### src/rtl/nor_chain_pkg.sv
// Shared types and helpers for the NOR2 delay-chain pulse tester.
// Stage k of an inverting chain idles at 1 when k is even, 0 when odd.
package nor_chain_pkg;

  typedef enum logic [2:0] {
    IDLE,
    LAUNCH,
    SETTLE,
    CAPTURE,
    DONE
  } state_t;

  localparam int SETTLE_PAD = 3;

  function automatic logic idle_level(input int k);
    return ((k % 2) == 0);
  endfunction

endpackage

### src/rtl/nor_chain_pulse_tester_if.sv
// Harness-side control/status bundle of the NOR chain pulse tester.
interface nor_chain_pulse_tester_if #(
  parameter int STAGES = 6,
  parameter int PW_W   = 8,
  parameter int CNT_W  = 8,
  parameter int TAP_W  = $clog2(STAGES)
);

  logic              start;
  logic [PW_W-1:0]   pulse_width;
  logic [PW_W-1:0]   settle_cycles;
  logic [CNT_W-1:0]  num_pulses;
  logic [TAP_W-1:0]  tap_sel;
  logic              busy;
  logic              done;
  logic [CNT_W-1:0]  pulse_count;
  logic [STAGES-1:0] tap_sample;

  modport master (
    output start, pulse_width, settle_cycles, num_pulses, tap_sel,
    input  busy, done, pulse_count, tap_sample
  );

  modport slave (
    input  start, pulse_width, settle_cycles, num_pulses, tap_sel,
    output busy, done, pulse_count, tap_sample
  );

endinterface

### src/rtl/nor2_x1.sv
// Behavioural model of the NOR2_X1 standard cell used by the delay chain.
module NOR2_X1 (
  input  logic A1,
  input  logic A2,
  output logic ZN
);

  assign ZN = ~(A1 | A2);

endmodule

### src/rtl/nor_chain_pulse_tester_chain.sv
// Purely combinational chain of NOR2_X1 cells, each wired as an inverter
// through its grounded second input; every stage output is exposed as a tap.
module nor_chain #(
  parameter int STAGES = 6
) (
  input  logic              chain_in,
  input  logic              mygnd,
  output logic [STAGES-1:0] taps
);

  // Per-stage nets live inside the generate blocks so no vector feeds itself.
  for (genvar k = 0; k < STAGES; k++) begin : g_stage
    logic a1;
    logic zn;

    if (k == 0) begin : g_first
      assign a1 = chain_in;
    end else begin : g_next
      assign a1 = g_stage[k-1].zn;
    end

    NOR2_X1 u_nor (
      .A1(a1),
      .A2(mygnd),
      .ZN(zn)
    );

    assign taps[k] = zn;
  end

endmodule

### src/rtl/nor_chain_pulse_tester.sv
// Launches a programmable pulse train into a NOR2 chain, counts arrivals at a
// selected tap through 2-flop synchronisers and snapshots all taps at run end.
module nor_chain_pulse_tester
  import nor_chain_pkg::*;
#(
  parameter int STAGES = 6,
  parameter int PW_W   = 8,
  parameter int CNT_W  = 8,
  parameter int TAP_W  = $clog2(STAGES)
) (
  input  logic                     myclk,
  input  logic                     myrst_n,
  input  logic                     mygnd,
  nor_chain_pulse_tester_if.slave  bus,
  output logic                     myout
);

  localparam int CW = PW_W + 2;

  state_t            state;
  logic              launch;
  logic [CW-1:0]     cnt;
  logic [CW-1:0]     pw_m1;
  logic [PW_W-1:0]   settle_r;
  logic [CNT_W-1:0]  pulses_left;
  logic [TAP_W-1:0]  tap_r;
  logic [STAGES-1:0] taps;
  logic [STAGES-1:0] sync1;
  logic [STAGES-1:0] sync2;
  logic [STAGES-1:0] sync3;
  logic [STAGES-1:0] idle_pat;
  logic              tap_ok;
  logic              arrival;

  function automatic logic [CW-1:0] width_m1(input logic [PW_W-1:0] w);
    return (w == '0) ? '0 : (CW'(w) - CW'(1));
  endfunction

  function automatic logic [CW-1:0] settle_load(input logic [PW_W-1:0] s);
    return CW'(s) + CW'(SETTLE_PAD - 1);
  endfunction

  nor_chain #(.STAGES(STAGES)) u_chain (
    .chain_in(launch),
    .mygnd   (mygnd),
    .taps    (taps)
  );

  assign myout = taps[STAGES-1];

  for (genvar k = 0; k < STAGES; k++) begin : g_idle
    assign idle_pat[k] = idle_level(k);
  end

  always_ff @(posedge myclk or negedge myrst_n) begin
    if (!myrst_n) begin
      sync1 <= '0;
      sync2 <= '0;
      sync3 <= '0;
    end else begin
      sync1 <= taps;
      sync2 <= sync1;
      sync3 <= sync2;
    end
  end

  // An arrival is the synchronised tap leaving its idle level for the active one.
  assign tap_ok  = (int'(tap_r) < STAGES);
  assign arrival = tap_ok && (sync3[tap_r] == idle_pat[tap_r]) &&
                   (sync2[tap_r] != idle_pat[tap_r]);

  always_ff @(posedge myclk or negedge myrst_n) begin
    if (!myrst_n) begin
      state       <= IDLE;
      launch      <= 1'b0;
      bus.busy    <= 1'b0;
      bus.done    <= 1'b0;
      bus.pulse_count <= '0;
      bus.tap_sample  <= '0;
      cnt         <= '0;
      pw_m1       <= '0;
      settle_r    <= '0;
      pulses_left <= '0;
      tap_r       <= '0;
    end else begin
      bus.done <= 1'b0;
      if (state != IDLE && arrival && bus.pulse_count != '1)
        bus.pulse_count <= bus.pulse_count + CNT_W'(1);

      case (state)
        IDLE: begin
          if (bus.start) begin
            pw_m1           <= width_m1(bus.pulse_width);
            settle_r        <= bus.settle_cycles;
            tap_r           <= bus.tap_sel;
            bus.pulse_count <= '0;
            bus.busy        <= 1'b1;
            if (bus.num_pulses != '0) begin
              pulses_left <= bus.num_pulses;
              cnt         <= width_m1(bus.pulse_width);
              launch      <= 1'b1;
              state       <= LAUNCH;
            end else begin
              state <= CAPTURE;
            end
          end
        end

        LAUNCH: begin
          if (cnt == '0) begin
            launch <= 1'b0;
            cnt    <= settle_load(settle_r);
            state  <= SETTLE;
          end else begin
            cnt <= cnt - CW'(1);
          end
        end

        // The settle pad lets the last arrival clear the synchronisers first.
        SETTLE: begin
          if (cnt == '0) begin
            if (pulses_left > CNT_W'(1)) begin
              pulses_left <= pulses_left - CNT_W'(1);
              cnt         <= pw_m1;
              launch      <= 1'b1;
              state       <= LAUNCH;
            end else begin
              state <= CAPTURE;
            end
          end else begin
            cnt <= cnt - CW'(1);
          end
        end

        CAPTURE: begin
          bus.tap_sample <= sync2;
          bus.done       <= 1'b1;
          bus.busy       <= 1'b0;
          state          <= DONE;
        end

        DONE: state <= IDLE;

        default: state <= IDLE;
      endcase
    end
  end

endmodule

### src/flat_wrapper.sv
// flat-port wrapper written by rule: the top's interface ports become plain ports
module nor_chain_pulse_tester_flat import nor_chain_pkg::*;
#(
  parameter int STAGES = 6,
  parameter int PW_W   = 8,
  parameter int CNT_W  = 8,
  parameter int TAP_W  = $clog2(STAGES)
)
  (myclk, myrst_n, mygnd, myout, bus_start, bus_pulse_width, bus_settle_cycles, bus_num_pulses, bus_tap_sel, bus_busy, bus_done, bus_pulse_count, bus_tap_sample);
  nor_chain_pulse_tester_if #(.STAGES(STAGES), .PW_W(PW_W), .CNT_W(CNT_W), .TAP_W(TAP_W)) bus_i ();
  input  logic myclk;
  input  logic myrst_n;
  input  logic mygnd;
  output logic myout;
  input wire logic [$bits(bus_i.start)-1:0] bus_start;
  input wire logic [$bits(bus_i.pulse_width)-1:0] bus_pulse_width;
  input wire logic [$bits(bus_i.settle_cycles)-1:0] bus_settle_cycles;
  input wire logic [$bits(bus_i.num_pulses)-1:0] bus_num_pulses;
  input wire logic [$bits(bus_i.tap_sel)-1:0] bus_tap_sel;
  output wire logic [$bits(bus_i.busy)-1:0] bus_busy;
  output wire logic [$bits(bus_i.done)-1:0] bus_done;
  output wire logic [$bits(bus_i.pulse_count)-1:0] bus_pulse_count;
  output wire logic [$bits(bus_i.tap_sample)-1:0] bus_tap_sample;
  assign bus_i.start = bus_start;
  assign bus_i.pulse_width = bus_pulse_width;
  assign bus_i.settle_cycles = bus_settle_cycles;
  assign bus_i.num_pulses = bus_num_pulses;
  assign bus_i.tap_sel = bus_tap_sel;
  assign bus_busy = bus_i.busy;
  assign bus_done = bus_i.done;
  assign bus_pulse_count = bus_i.pulse_count;
  assign bus_tap_sample = bus_i.tap_sample;
  nor_chain_pulse_tester #(.STAGES(STAGES), .PW_W(PW_W), .CNT_W(CNT_W), .TAP_W(TAP_W)) u_core (.myclk(myclk), .myrst_n(myrst_n), .mygnd(mygnd), .bus(bus_i), .myout(myout));
endmodule
### config.mk
export PLATFORM = sky130hd
export DESIGN_NAME = nor_chain_pulse_tester_flat
export DESIGN_NICKNAME = d
export VERILOG_FILES = /design/src/rtl/nor_chain_pkg.sv /design/src/rtl/nor_chain_pulse_tester_if.sv /design/src/rtl/nor2_x1.sv /design/src/rtl/nor_chain_pulse_tester_chain.sv /design/src/rtl/nor_chain_pulse_tester.sv /design/src/flat_wrapper.sv
export SDC_FILE = /design/constraint.sdc
export NUM_CORES = 1
export LEC_CHECK = 0
export ABC_AREA = 1
export CORE_UTILIZATION = 25
export DETAILED_ROUTE_END_ITERATION = 12
export GPL_ROUTABILITY_DRIVEN = 0
export PLACE_DENSITY = 0.43
export SLEW_MARGIN = 40
export SYNTH_ARGS = -nofsm -noshare
export SYNTH_HDL_FRONTEND = slang
export SYNTH_SLANG_ARGS = --single-unit
### constraint.sdc
create_clock -name myclk -period 1.8 [get_ports myclk]
set_clock_uncertainty 0.1 [all_clocks]
set_input_delay 0.54 -clock myclk [delete_from_list [all_inputs] [get_ports myclk]]
set_output_delay 0.54 -clock myclk [all_outputs]
set_load 0.01 [all_outputs]
==> results.ini, run 1 <==
[global_routing]
grt_first_pass_wirelength_um = 17570
antenna_found_initial = 0
grt_pass1_vias = 3559
grt_remaining_overflow = 0
grt_max_degree = 61
grt.total_usage = 0.1421

[timing]
rsz0062_at_grt = true
hold_ws_ps = 107.5
fin_crit_sh = 0.9649
max_slew_margin = 0.7504
tightest_slew_ps = 370.5
hold_viol = 0
period_needed_ps = 1737
drv_slew = 0
fmax_mhz = 575.8
setup_viol = 0

[cts]
clockRootBuffer = clkbuf_16
numCtsBuffers = 9
cts_num_sinks = 60
htree_levels = 3
cts.clk_slew.worst_paths_ps = 50
hold_buffers = 0
cts_tree = built
clockBufferDepth = 2
worstSkewPairLatency_ps = 340

[yosys]
yosys.area_share.simple = 0.3840
synth_cells = 537
ys_types = 31
syn_avg_cell_area_um2 = 7.009
yosysWarnings = 0
synth_compound_area_frac = 0.07680
seq_area_frac_synth = 0.3989
ys_ff_latch = 60
synthMuxAreaShare = 0
synth_xor_area_frac = 0.02793
synth_top_family_by_area = simple AND/OR/NAND/NOR gates
syn_nets = 575
synthAdderAreaFrac = 0.02327
syn_area_um2 = 3764

[setup_path]
arrival_ps = 1900
cp_slowest_cell = clkdlybuf4s50_1
cp-end-kind = flip-flop
required_ps = 1960
slowest_delay_ps = 480
crit_fanout = 3
cp_common_cell = nand2_1
crit_type = input port to flip-flop
crit_family = buffers and inverters
path_depth = 10
startpoint_type = input port
reg2reg_slack_ps = 90
crit_chain = clkdlybuf4s50_1 -> inv_2 -> ha_4 -> nand3_1 -> nand2_1 -> nand2_1 -> nand2_1 -> nor2_2 -> nor2_1 -> a21oi_1
worstPathBufferInverterCount = 2
r2r_cells = 10

[detailed_routing]
drt_iter0_drc = 181
via_per_inst = 4.454
final_antenna_net_count = 0
via_count = 3804
drc_errors = 0
wl_per_cell_um = 12.73
wl_um = 10870
dr.pass1.iters = 4

[floorplan]
core_um2 = 14590
die_height_um = 124.7
die_x_um = 124.7
dieArea_um2 = 15550
rows = 44
initial_utilization = 0.2580
io_pins = 48

[layout]
antenna_cells = 0
finish.instance_area_um2 = 5614
drive_gt1_frac = 0.2522
nets = 703
fillers = 1523
layout_commonest_cell = nand2_1
syn_to_final_growth_pct = 49.17
final_cell_mix = nand2_1, buf_4, dfrtp_1

[hold_path]
hp-class = input port to asynchronous set/reset pin

[placed_design]
dpl.hpwl_um = 7804
placed_area_um2 = 4907
port_buffers = 47

[power]
power.leakage_uw = 0.002888
peakVddDrop_mv = 1.008
power_density_nw_per_um2 = 1656

[run]
maxCapViolCount = 0

[outcome]
status = finished clean

-- cell type report --
class                      instances  area, um^2  share of cell area
clock buffer                      10       239.0             0.04257
clock inverter                     6       111.4             0.01984
inverter                          68       259.0             0.04613
multi-input combinational        397        2141              0.3813
sequential                        60        1504              0.2679
tap                              184       230.2             0.04101
timing repair buffer             129        1130              0.2012
-- per-layer routing --
metal  track usage  share of wire  up-vias
li1              -              -     1957
met1        0.1859           0.48     1790
met2        0.2242           0.47       49
met3       0.04253          0.041        8
met4       0.04181         0.0099        0
met5             0              0        -
-- worst paths after layout --
check,start,to
max,bus_pulse_width[1],u_core.cnt[7]$_DFFE_PN0P_
min,myrst_n,u_core.bus.tap_sample[3]$_DFFE_PN0P_
max reg2reg,u_core.cnt[7]$_DFFE_PN0P_,u_core.pulses_left[4]$_DFFE_PN0P_
min reg2reg,u_core.sync1[4]$_DFF_PN0_,u_core.sync2[0]$_DFF_PN0_
max in group asynchronous,myrst_n,u_core.cnt[7]$_DFFE_PN0P_
min in group myclk,u_core.sync1[4]$_DFF_PN0_,u_core.sync2[0]$_DFF_PN0_
-- synthesized netlist by cell type --
master      n  area share
nor2_4      1      0.0030
nor2_1     62       0.062
or2_2       1      0.0017
nand2_1   173        0.17
a21oi_1     6      0.0080
nand2_4     3      0.0090
nand3_4     1      0.0047
buf_4       5       0.010
nand4_1    12       0.020
o21ai_4     1      0.0043
o21a_1      2      0.0040
clkbuf_1    5      0.0050
nor2_8      2       0.011
xor2_1      9       0.021
inv_1      64       0.064
dfrtp_1    60        0.40
ha_1        7       0.023
nand2_2     4      0.0066
inv_2       4      0.0040
o21bai_1    2      0.0040
nor3_1      2      0.0027
o21ai_0    38       0.051
o22ai_1     1      0.0017
nor2_2      6       0.010
a22oi_1     1      0.0020
xnor2_1     3      0.0070
nand3_1    57       0.076
a21oi_2     1      0.0023
nand4_4     1      0.0057
clkbuf_8    1      0.0037
buf_2       2      0.0027
-- what timing repair did --
action,4_1_cts,5_1_grt
buffers inserted,5,9
setup endpoints to repair,37,31
gates cloned,1,1
pin swaps,10,29
gates resized for setup,47,48
-- worst register-to-register path: cells and delay by family (launching register included) --
family          cells  cell delay, ps
buf+inv             1             150
flops               1             430
simple gates        8             900
compound gates      1              80
-- registers in the layout (all words and copies together), names as in the netlist, 3 cells and up --
signal and count:
u_core.tap_r 3, u_core.pulses_left 8, u_core.pw_m1 9, u_core.cnt 10, u_core.bus.pulse_count 8, u_core.state 3, u_core.settle_r 8
-- metrics by stage --
stage	TNS, ps	setup WS [ps]	power (uW)	util	instances
global route	-107.6	-20.95	10060	0.3848	854
floorplan	0	92.42	4991	-	537
finish	0	63.14	9299	0.3848	854
CTS	0	0.05351	8978	0.3677	844
detailed placement	-13280	-531.3	6656	0.3364	822
global placement	-12850	-494.9	6610	0.3364	822
-- power breakdown --
group	leakage [uW]	switching [uW]	total (uW)	internal, uW
logic	0.00197	2790	4880	2090
registers	0.000753	441	2360	1920
clock network	0.000169	670	2060	1390
-- cell families after synthesis --
family	after synthesis
and+or+nand+nor	325
buffers and inverters	81
DFF	60
AOI/OAI and AO/OA	52
xor gates and xnor gates	12
adders and majority gates	7
(Power assumes the default switching activity.)
==> run 2: changes to the inputs <==
Settings changed: SETUP_SLACK_MARGIN set to 0.5.
==> run 2 against run 1 <==
  * Non-clock buffer count rose by 30
  * Register-to-register slack barely moved
  * Sequential cell count did not move
  * Power rose by 13%
  * Largest power group unchanged
==> results.ini, run 2 (synthesized netlist as in run 1, its figures left out) <==
[outcome]
status = finished clean

[timing]
hold_viol = 0
tightest_slew_ps = 350.8
fmax_mhz = 588.6
drv_slew = 0
hold_ws_ps = 97.80
fin_crit_sh = 0.9438
setup_viol = 0
period_needed_ps = 1699
rsz0062_at_grt = true
max_slew_margin = 0.7662
fin_ws_ps = 101.2

[detailed_routing]
via_per_inst = 4.464
drc_errors = 0
via_count = 3955
wl_um = 11790
drt_iter0_drc = 180
dr.pass1.iters = 4
wl_per_cell_um = 13.30
final_antenna_net_count = 0

[global_routing]
grt.total_usage = 0.1581
grtUsageMet3 = 0.03093
antenna_found_initial = 0
gr-usage-met1 = 0.2057
grt_max_degree = 61
grt_pass1_vias = 4002
grt_first_pass_wirelength_um = 19580
grt-busiest-layer = met2
gr-usage-met2 = 0.2597
grt_remaining_overflow = 0

[layout]
final_core_util = 0.4339
nets = 735
final_cell_mix = nand2_1, buf_4, dfrtp_1
layout_commonest_cell = nand2_1
largest_reg_flops = 10
largest-register = u_core.cnt
top_regs = u_core.cnt: 10 flops, u_core.pw_m1: 9 flops
antenna_cells = 0
syn_to_final_growth_pct = 68.18
drive_gt1_frac = 0.4202

[setup_path]
slowest_delay_ps = 370
startpoint_type = flip-flop
crit_fanout = 7
crit_type = flip-flop to flip-flop
cp_slowest_cell = dfrtp_1
required_ps = 1930
crit_chain = inv_1 -> ha_2 -> inv_1 -> nand2_1 -> nand3_2 -> inv_2 -> nand2_4 -> nor2_4 -> nor2_4 -> buf_12 -> nand2_1 -> nor2_2 -> nor2_1
cp-end-kind = flip-flop
arrival_ps = 1830
reg2reg_slack_ps = 100

[floorplan]
dieArea_um2 = 15550
io_pins = 48
core_um2 = 14590
initial_utilization = 0.2580
die_x_um = 124.7
die_height_um = 124.7
rows = 44

[cts]
cts_tree = built
clockBufferDepth = 2
worstSkewPairLatency_ps = 340
cts_num_sinks = 60
htree_levels = 3
cts.clk_slew.worst_paths_ps = 60
numCtsBuffers = 9
clockRootBuffer = clkbuf_16

[placed_design]
dpl.hpwl_um = 7675
dpl_worst_slack_ps = -509.9
port_buffers = 47

[run]
maxCapViolCount = 0

[power]
power.leakage_uw = 0.003115
power_density_nw_per_um2 = 1661
power_uw = 10510
peakVddDrop_mv = 0.6454

[hold_path]
hp-class = input port to asynchronous set/reset pin

-- run 2: cell types whose count changed in the layout (fill, tap and decap cells not counted), moves of 8 or more --
cell / before / now
o21ai_0: 38 / 13
buf_6: 0 / 22
nand2_1: 165 / 144
buf_2: 2 / 19
nand3_1: 52 / 35
nand2_2: 11 / 26
nand3_2: 3 / 16
nor2_1: 50 / 37
o21ai_2: 0 / 13
o21ai_1: 0 / 12
dlymetal6s2s_1: 8 / 0
-- run 2: final timing paths --
path | start | endpoint | cells past startpoint
max | u_core.pulses_left[0]$_DFFE_PN0P_ | u_core.cnt[6]$_DFFE_PN0P_ | 13
min reg2reg | u_core.sync1[4]$_DFF_PN0_ | u_core.sync2[0]$_DFF_PN0_ | 0
max in group asynchronous | myrst_n | u_core.state[0]$_DFFE_PN0P_ | 2
max reg2reg | u_core.pulses_left[0]$_DFFE_PN0P_ | u_core.cnt[6]$_DFFE_PN0P_ | 13
min | myrst_n | u_core.cnt[6]$_DFFE_PN0P_ | 2
min in group myclk | u_core.sync1[4]$_DFF_PN0_ | u_core.sync2[0]$_DFF_PN0_ | 0
-- run 2: per-stage QoR --
step / cells / setup TNS, ps / area, um^2
after CTS: 878 / 0 / 6021
after detailed placement: 815 / -13330 / 5060
after global routing: 886 / 0 / 6330
final: 886 / 0 / 6330
after floorplan: 537 / 0 / 3971
after global placement: 815 / -12840 / 5060
-- run 2: area by class of cell --
class / count / area (um^2)
multi-input cells: 397 / 2494
well taps: 184 / 230.2
clock inverters: 4 / 47.55
fillers: 1463 / 8259
clock buffers: 12 / 256.5
repair inverters: 2 / 17.52
flip-flops and latches: 60 / 1504
inverters: 68 / 322.8
repair buffers: 159 / 1458
-- run 2: critical path: cells and delay by family, from the launching register on --
kind	cells	cell delay, ps
flip-flops	1	370
AND/OR/NAND/NOR	8	650
buffers and inverters	4	300
adder cells (fa/ha/maj)	1	170
-- run 2: routing by layer --
metal	wire, um	up-vias	share of wire
met1	5447	1855	0.46
met5	0	-	0
met4	113	0	0.0096
li1	-	2032	-
met3	504	8	0.043
met2	5722	60	0.49
-- run 2: timing repair --
action                                  CTS  global route
gates resized for setup                 209            62
gates cloned                              5             2
hold endpoints to repair                  0             0
hold buffers                              0             0
pin swaps                                47            26
setup buffers                            42             6
endpoints found under the setup margin   67            69
-- run 2: where the power goes --
group          leakage [uW]  switching [uW]  internal (uW)
clock network      0.000149             635           1140
logic               0.00221            3440           2890
registers          0.000752             478           1920
total               0.00311            4560           5950
==> run 3: changes to the inputs <==
Settings changed: ABC_AREA 1 to not set.
==> run 3 against run 2 <==
  * Global-route usage is essentially flat
  * Non-clock buffer count rose by 23
  * Setup slack worse by 610 ps
  * Die area down 12%
  * Register-to-register slack got worse by 610 ps
  * Synthesized cell count down 29%
  * The run now ends with setup timing left
  * Critical path type unchanged
  * Via count down 14%
==> results.ini, run 3 <==
[setup_path]
crit_fanout = 5
arrival_ps = 2420
cp-end-kind = flip-flop
startpoint_type = flip-flop
r2r_end = u_core.cnt[9]$_DFFE_PN0P_
required_ps = 1910
r2r_cells = 8
crit_end = u_core.cnt[9]$_DFFE_PN0P_
crit_type = flip-flop to flip-flop
reg2reg_slack_ps = -500
r2r-start = u_core.cnt[1]$_DFFE_PN0P_
startpoint = u_core.cnt[1]$_DFFE_PN0P_

[placed_design]
dpl.hpwl_um = 6989
placed_area_um2 = 4627
dpl.cell_count = 673
dpl_worst_slack_ps = -837.2
port_buffers = 47

[global_routing]
antenna_found_initial = 0
grt_remaining_overflow = 0
grt.total_usage = 0.1583
grt_pass1_vias = 3300
grt_max_degree = 61
grt_first_pass_wirelength_um = 16290

[yosys]
syn_avg_cell_area_um2 = 8.673
syn_nets = 418
yosys-top-cells-area = dfrtp_1, nand2_1, o21ai_0
yosys.area.top_type = dfrtp_1
synthTopCellsByCount = nand2_1, dfrtp_1, o21ai_0
seq_area_frac_synth = 0.4556
synth_cells = 380
syn_area_um2 = 3296
ys_types = 51
synth_top_area_frac = 0.4556
ys.flop_type = dfrtp_1
synth_edf_count = 0
synth.most_common_cell = nand2_1
ys_ff_latch = 60
ys_async_sr_fraction = 1.000
yosysWarnings = 0

[cts]
cts.clk_slew.worst_paths_ps = 50
cts_tree = built
numCtsBuffers = 9
clockRootBuffer = clkbuf_16
cts_num_sinks = 60
clockBufferDepth = 2
hold_buffers = 0
htree_levels = 3
worstSkewPairLatency_ps = 330

[layout]
largest-register = u_core.cnt
layoutNonFillerInstCount = 731
ff_latch_area_um2 = 1504
top_regs = u_core.cnt: 10 flops, u_core.pw_m1: 9 flops
fillers = 1247
syn_to_final_growth_pct = 79.80
layout_commonest_cell = buf_4
nets = 592
final_cell_mix = buf_4, dfrtp_1, nand2_1
multi_input_area_um2 = 2183
finish.instance_area_um2 = 5926
final_core_util = 0.4658
largest_reg_flops = 10
antenna_cells = 0
drive_gt1_frac = 0.4937

[floorplan]
rows = 41
die_x_um = 116.8
core_um2 = 12720
initial_utilization = 0.2590
dieArea_um2 = 13650
io_pins = 48
die_height_um = 116.8

[detailed_routing]
wl_um = 10490
drc_errors = 0
via_count = 3391
wl_per_cell_um = 14.35
via_per_inst = 4.639
dr.pass1.iters = 4
drt_iter0_drc = 127
final_antenna_net_count = 0

[timing]
hold_viol = 0
period_needed_ps = 2304
max_slew_margin = 0.7117
drv_slew = 0
fin_ws_ps = -504.2
fmax_mhz = 434.0
finalSetupTns_ps = -10350
fin_crit_sh = 1.280
rsz0062_at_grt = true
setup_viol = 29
tightest_slew_ps = 429.4

[power]
power.leakage_uw = 0.002723
peakVddDrop_mv = 0.6576
power_density_nw_per_um2 = 1626

[outcome]
status = finished with violations
violations = setup timing

[hold_path]
hp-class = input port to asynchronous set/reset pin

[run]
maxCapViolCount = 0

==> run 3: cell types whose count changed in the layout (fill, tap and decap cells not counted), moves of 13 or more <==
cell and delta:
inv_1 -43, nor2_2 -15, buf_4 +22, nand3_1 -27
nor2_4 -15, nand2_1 -92, buf_6 +13, nand3_2 -13
==> run 3: report_power, final <==
group	total, uW	internal, uW	switching (uW)
combinational	5490	2870	2620
sequential	2290	1890	400
clock	1850	1210	643
total	9640	5980	3660
==> run 3: critical path: stages (launching register included) <==
cell and delay (ps):
dfrtp_1 380, inv_2 90, ha_4 140, or4b_4 480
or3_4 400, o21bai_4 270, buf_12 170, nor2b_4 120
a21oi_1 40
==> run 3: stage by stage <==
| step | hold slack (ps) | power [uW] |
|---|---|---|
| floorplan | 144.4 | 4282 |
| global placement | 234.1 | 5943 |
| detailed placement | 234.7 | 5962 |
| CTS | 122.0 | 8521 |
| global route | 130.7 | 10230 |
| finish | 98.38 | 9637 |
==> run 3: per-layer routing <==
| layer | part of all wire | GRT usage | wire [um] | up-vias |
|---|---|---|---|---|
| met1 | 0.47 | 0.2100 | 4955 | 1610 |
| met2 | 0.46 | 0.2513 | 4849 | 70 |
| met5 | 0 | 0 | 0 | - |
| met3 | 0.041 | 0.03296 | 428 | 17 |
| li1 | - | - | - | 1694 |
| met4 | 0.024 | 0.06582 | 256 | 0 |
==> run 3: cells by family (layout without fill, tap and decap cells) <==
group,after synthesis,in the layout,synth area share
simple gates,177,177,0.2589
compound gates,89,89,0.1633
flops,60,60,0.4556
buf+inv,28,207,0.04442
xor+xnor,17,17,0.04518
fa+ha+maj,7,7,0.02657
mux,2,2,0.006075
==> run 3: how the worst min path moves through the flow <==
stage	slack, ps	end	start
after floorplan	140	u_core.bus.busy$_DFFE_PN0P_	myrst_n
after global placement	230	u_core.sync2[1]$_DFF_PN0_	u_core.sync1[5]$_DFF_PN0_
after detailed placement	230	u_core.sync2[0]$_DFF_PN0_	u_core.sync1[4]$_DFF_PN0_
after CTS	120	u_core.bus.pulse_count[4]$_DFF_PN0_	myrst_n
after global routing	130	u_core.bus.pulse_count[4]$_DFF_PN0_	myrst_n
final	100	u_core.bus.pulse_count[5]$_DFF_PN0_	myrst_n
==> run 3: layout make-up <==
| type | count | area share |
|---|---|---|
| inverters | 9 | 0.006968 |
| clock buffers | 10 | 0.03864 |
| flip-flops and latches | 60 | 0.2538 |
| multi-input cells | 292 | 0.3685 |
| repair buffers | 182 | 0.2808 |
| well taps | 172 | 0.03632 |
| clock inverters | 6 | 0.01499 |
==> run 3: timing repair <==
item                                    4_1_cts  5_1_grt
endpoints found under the setup margin       67       69
cloned                                        1        5
buffers inserted                             23       13
gates resized for setup                     188      109
pin swaps                                    19       38
